===== config.mk =====
export PLATFORM = sky130hd
export DESIGN_NAME = pc_fetch_unit
export DESIGN_NICKNAME = d
export VERILOG_FILES = /design/src/rtl/pc_fetch_unit_pkg.sv /design/src/rtl/pc_fetch_unit_fetch_out_slot.sv /design/src/rtl/pc_fetch_unit.sv
export SDC_FILE = /design/constraint.sdc
export NUM_CORES = 1
export LEC_CHECK = 0
export ABC_CLOCK_PERIOD_IN_PS = 3400
export CAP_MARGIN = 20
export CORE_AREA = 2 2 119 121
export DETAILED_ROUTE_END_ITERATION = 10
export DIE_AREA = 0 0 121 123
export GPL_TIMING_DRIVEN = 0
export PLACE_DENSITY = 0.76
export RECOVER_POWER = 25
export SYNTH_ARGS = -nofsm -noshare
export SYNTH_HDL_FRONTEND = slang
export SYNTH_SLANG_ARGS = --single-unit

===== constraint.sdc =====
create_clock -name clk -period 3.4 [get_ports clk]
set_clock_uncertainty 0.2 [all_clocks]
set_input_delay 0.85 -clock clk [delete_from_list [all_inputs] [get_ports clk]]
set_output_delay 0.85 -clock clk [all_outputs]
set_load 0.01 [all_outputs]

===== src/rtl/pc_fetch_unit_pkg.sv =====
// Shared CPU package: fetch FSM state encoding, reset-vector default
// and a small PC arithmetic helper used by the fetch unit.
package pc_fetch_unit_pkg;

    typedef enum logic [1:0] {
        ST_IDLE  = 2'b00,   // no request outstanding
        ST_BUSY  = 2'b01,   // request for the current PC outstanding
        ST_FLUSH = 2'b10    // stale request outstanding, response is dropped
    } fetch_state_e;

    localparam logic [31:0] DEFAULT_RESET_VECTOR = 32'h0000_0000;

    // Next sequential word address; wraps 0xFFFFFFFF -> 0x00000000.
    function automatic logic [31:0] pc_next(input logic [31:0] pc);
        return pc + 32'd1;
    endfunction

endpackage


===== src/rtl/pc_fetch_unit_fetch_out_slot.sv =====
// Single-entry output slot between fetch and decode.
// A flush (redirect) beats a load, a load beats a drain, otherwise hold.
module fetch_out_slot (
    input  logic        clk,
    input  logic        reset,
    input  logic        load,
    input  logic        flush,
    input  logic        drain,
    input  logic [31:0] load_instr,
    input  logic [31:0] load_pc,
    output logic        valid,
    output logic [31:0] instr,
    output logic [31:0] pc
);

    // Slot register update: flush / load / drain / hold.
    always_ff @(posedge clk) begin
        if (reset) begin
            valid <= 1'b0;
            instr <= 32'h0000_0000;
            pc    <= 32'h0000_0000;
        end else if (flush) begin
            valid <= 1'b0;
        end else if (load) begin
            valid <= 1'b1;
            instr <= load_instr;
            pc    <= load_pc;
        end else if (drain) begin
            valid <= 1'b0;
        end else begin
            valid <= valid;
        end
    end

endmodule


===== src/rtl/pc_fetch_unit.sv =====
// Instruction fetch unit: keeps the PC, issues one instruction-memory
// read at a time, and presents fetched words to decode through a
// one-entry output slot. Redirects override everything; a request that
// is already on the bus is never withdrawn, its response is discarded.
module pc_fetch_unit
    import pc_fetch_unit_pkg::*;
#(
    parameter logic [31:0] RESET_VECTOR = DEFAULT_RESET_VECTOR
) (
    input  logic        clk,
    input  logic        reset,
    input  logic        redirect_valid,
    input  logic [31:0] redirect_addr,
    output logic        imem_req,
    output logic [31:0] imem_addr,
    input  logic        imem_ack,
    input  logic [31:0] imem_data,
    output logic        if_valid,
    output logic [31:0] if_instr,
    output logic [31:0] if_pc,
    input  logic        if_ready
);

    fetch_state_e state_r;
    logic [31:0]  pc_q;
    logic [31:0]  pc_inc_s;
    logic         slot_free_s;
    logic         slot_load_s;

    assign pc_inc_s = pc_next(pc_q);

    // Slot can take a new word if it is empty or being consumed this cycle.
    always_comb begin
        slot_free_s = 1'b0;
        if (!if_valid || if_ready) begin
            slot_free_s = 1'b1;
        end else begin
            slot_free_s = 1'b0;
        end
    end

    // Accept a response only for a live request, no redirect, and room in
    // the slot. A response that would overwrite an unconsumed word is
    // dropped and the same PC is fetched again once the slot drains.
    always_comb begin
        slot_load_s = 1'b0;
        if ((state_r == ST_BUSY) && imem_ack && !redirect_valid && slot_free_s) begin
            slot_load_s = 1'b1;
        end else begin
            slot_load_s = 1'b0;
        end
    end

    // Fetch FSM with registered request outputs and PC.
    always_ff @(posedge clk) begin
        if (reset) begin
            state_r   <= ST_IDLE;
            pc_q      <= RESET_VECTOR;
            imem_req  <= 1'b0;
            imem_addr <= 32'h0000_0000;
        end else begin
            case (state_r)
                ST_IDLE: begin
                    if (redirect_valid) begin
                        pc_q <= redirect_addr;
                    end else if (slot_free_s) begin
                        state_r   <= ST_BUSY;
                        imem_req  <= 1'b1;
                        imem_addr <= pc_q;
                    end else begin
                        state_r <= ST_IDLE;
                    end
                end
                ST_BUSY: begin
                    if (redirect_valid) begin
                        pc_q <= redirect_addr;
                        if (imem_ack) begin
                            state_r  <= ST_IDLE;
                            imem_req <= 1'b0;
                        end else begin
                            state_r <= ST_FLUSH;
                        end
                    end else if (imem_ack) begin
                        if (!slot_free_s) begin
                            state_r  <= ST_IDLE;
                            imem_req <= 1'b0;
                        end else if (if_ready) begin
                            pc_q      <= pc_inc_s;
                            imem_addr <= pc_inc_s;
                        end else begin
                            pc_q     <= pc_inc_s;
                            state_r  <= ST_IDLE;
                            imem_req <= 1'b0;
                        end
                    end else begin
                        state_r <= ST_BUSY;
                    end
                end
                ST_FLUSH: begin
                    if (redirect_valid) begin
                        pc_q <= redirect_addr;
                    end else begin
                        pc_q <= pc_q;
                    end
                    if (imem_ack) begin
                        state_r  <= ST_IDLE;
                        imem_req <= 1'b0;
                    end else begin
                        state_r <= ST_FLUSH;
                    end
                end
                default: begin
                    state_r  <= ST_IDLE;
                    imem_req <= 1'b0;
                end
            endcase
        end
    end

    fetch_out_slot u_slot (
        .clk        (clk),
        .reset      (reset),
        .load       (slot_load_s),
        .flush      (redirect_valid),
        .drain      (if_ready),
        .load_instr (imem_data),
        .load_pc    (imem_addr),
        .valid      (if_valid),
        .instr      (if_instr),
        .pc         (if_pc)
    );

endmodule


==> reports/metrics.cfg <==
[grt]
grt_use_met1 = 0.339
grt_pass1_wl_mm = 30.8
grtUsageTotal = 0.265
overflow = 0
grt.busiest_layer = met2
grt_max_degree = 17
grt_pass1_vias = 5923
grt_use_met3 = 0.0660
grt_use_met2 = 0.429
antenna_found_initial = 0

[detailed_routing]
num_vias = 6398
postRouteAntennaNets = 0
drc = 0
routed_wl_mm = 20.0
first_pass_iters = 5
viasPerCell = 5.51
drt_iter0_markers = 535
wire_per_inst_microns = 17.2

[placement]
dp_hpwl_mm = 14.4
dp_cells = 1133
port_buffers = 164
gp_congestion = 0.939

[status]
status = finished clean

[synthesis]
synthArstFlopShare = 0
synthAdderAreaFrac = 0.00207
synth_area_leaders = dfxtp_1, nand2_1, a21oi_1
ys_warn_count = 0
synth_area_sq_mm = 0.00604
synth_top_area_share = 0.437
syn-instance-count = 789
postSynthNetCount = 859
yosysMostFrequentCell = nand2_1
synth-simple-area-share = 0.257
synth_xor_area_frac = 0.0435
synth-compound-area-share = 0.204
synth_top_cell_by_area = dfxtp_1
synth.area.mux_share = 0.00331
synth_edf_count = 0
synthTopCellsByCount = nand2_1, dfxtp_1, a21oi_1
synth_top_family_by_area = simple AND/OR/NAND/NOR gates
yosysUniqueCellTypes = 49
synth_area_per_cell_sq_um = 7.66
synth-seq-cells = 132
synthFlopType = dfxtp_1
seq_area_frac_synth = 0.437

[floorplanning]
rows = 43
io_pins = 167
die_w_microns = 121
initial_core_util = 0.444
dieArea_sq_mm = 0.0149
die_h_microns = 123
core_area_sq_mm = 0.0136

[clock_tree]
post_cts_buffers = 0
path_clk_slew_ps = 50
cts.sinks = 132
clk_latency_ps = 420
cts_tree = yes
cts_made_buffers = 17
hold_buffers = 0
cts_max_path_buffers = 2
htreeDepth = 4
cts_resized = 0
root_buffer = clkbuf_16

[power_and_ir_drop]
p_total_uw = 3940
ir_drop_v = 0.000288
p_leak_uw = 0.00296
p_per_area_mw_per_mm2 = 465

[worst_setup_path]
critPathCaptureType = flip-flop
path_max_fanout = 10
required_ps = 3530
arrival_ps = 3300
cp-start-kind = input pin
critPathKind = in -> reg
rr_worst_depth = 7

[finish]
nets = 1042
layoutNonFillerInstCount = 1162
fill_cells = 1254
num_antenna_cells = 0
syn2layout_area_growth_pct = 40.2
drive_gt1_frac = 0.0387

[timing]
timing_hold_violations_final = 0
setup_violations = 0
drv_slew = 0
finalSetupTns_ps = 0
fmax_mhz = 316
finalCritPeriodShare = 0.932
rsz0062_at_grt = no
finalCriticalPeriod_ps = 3170
max_slew_margin = 0.269
worstMarginPinSlew_ps = 1090

[worst_hold_path]
hold_path_depth = 2
min_path_type = reg -> reg

[flow_run]
cap_viol_max_count = 0

## final cells by class
| class | count | area [sq um] | share of cell area |
|---|---|---|---|
| tap | 180 | 225 | 0.0266 |
| multi-input combinational | 576 | 3090 | 0.365 |
| clock inverter | 5 | 77.6 | 0.00916 |
| inverter | 6 | 22.5 | 0.00266 |
| timing repair buffer | 164 | 1640 | 0.194 |
| buffer | 75 | 299 | 0.0353 |
| sequential | 132 | 2640 | 0.312 |
| clock buffer | 24 | 472 | 0.0557 |
## power breakdown
group          switching (uW)  internal [uW]
Combinational             272            238
Sequential               66.4           1620
Clock                     645           1100
Total                     984           2960
## critical path: stages
cell and delay, ps:
clkdlybuf4s50_1 570, nor2b_1 120, a2bb2oi_1 150, nor3_1 840, clkbuf_1 450, nor2_1 80, a211oi_1 230
## metal layers
| layer | up-vias | part of all wire | routed length, microns |
|---|---|---|---|
| met5 | - | 0 | 0 |
| met4 | 0 | 0.026 | 516 |
| met3 | 44 | 0.082 | 1640 |
| met2 | 297 | 0.45 | 9080 |
| met1 | 2925 | 0.44 | 8720 |
| li1 | 3132 | - | - |
## placed cells by master (no fill, tap or decap), types with 18 or more instances in the layout
cell,instances
nand2_1,172
dfxtp_1,132
clkdlybuf4s50_1,109
a21oi_1,99
clkbuf_1,71
nor2_1,62
dlygate4sd3_1,55
a211oi_1,33
nand3_1,25
o21ai_0,22
nor3_1,18
## stage by stage
step | cell area, sq um | hold WS (ps) | setup slack, ps | utilization
floorplan | 6040 | 281 | 814 | -
global placement | 7910 | 241 | -405 | 0.581
detailed placement | 7920 | 246 | -139 | 0.582
CTS | 8470 | 253 | 226 | 0.622
global route | 8470 | 263 | 37.0 | 0.622
finish | 8470 | 248 | 231 | 0.622
## state kept, by name (all words and copies together), names as in the netlist
| name | flops |
|---|---|
| pc_q | 32 |
| imem_req | 1 |
| u_slot.pc | 32 |
| u_slot.instr | 32 |
| imem_addr | 32 |
| u_slot.valid | 1 |
| state_r | 2 |
## worst paths after layout
| check | start | endpoint | slack [ps] |
|---|---|---|---|
| min | u_slot.instr[30] | u_slot.instr[30] | 250 |
| min reg2reg | u_slot.instr[30] | u_slot.instr[30] | 250 |
| max reg2reg | pc_q[0] | imem_addr[26] | 300 |
| max | if_ready | imem_addr[25] | 230 |
## cell families after synthesis
logic type	Yosys count
buffers and inverters	81
flip-flops	132
adder cells (fa/ha/maj)	1
AND/OR/NAND/NOR	343
AO/OA/AOI/OAI	200
XOR/XNOR	30
multiplexers	2
(Power assumes the default switching activity.)
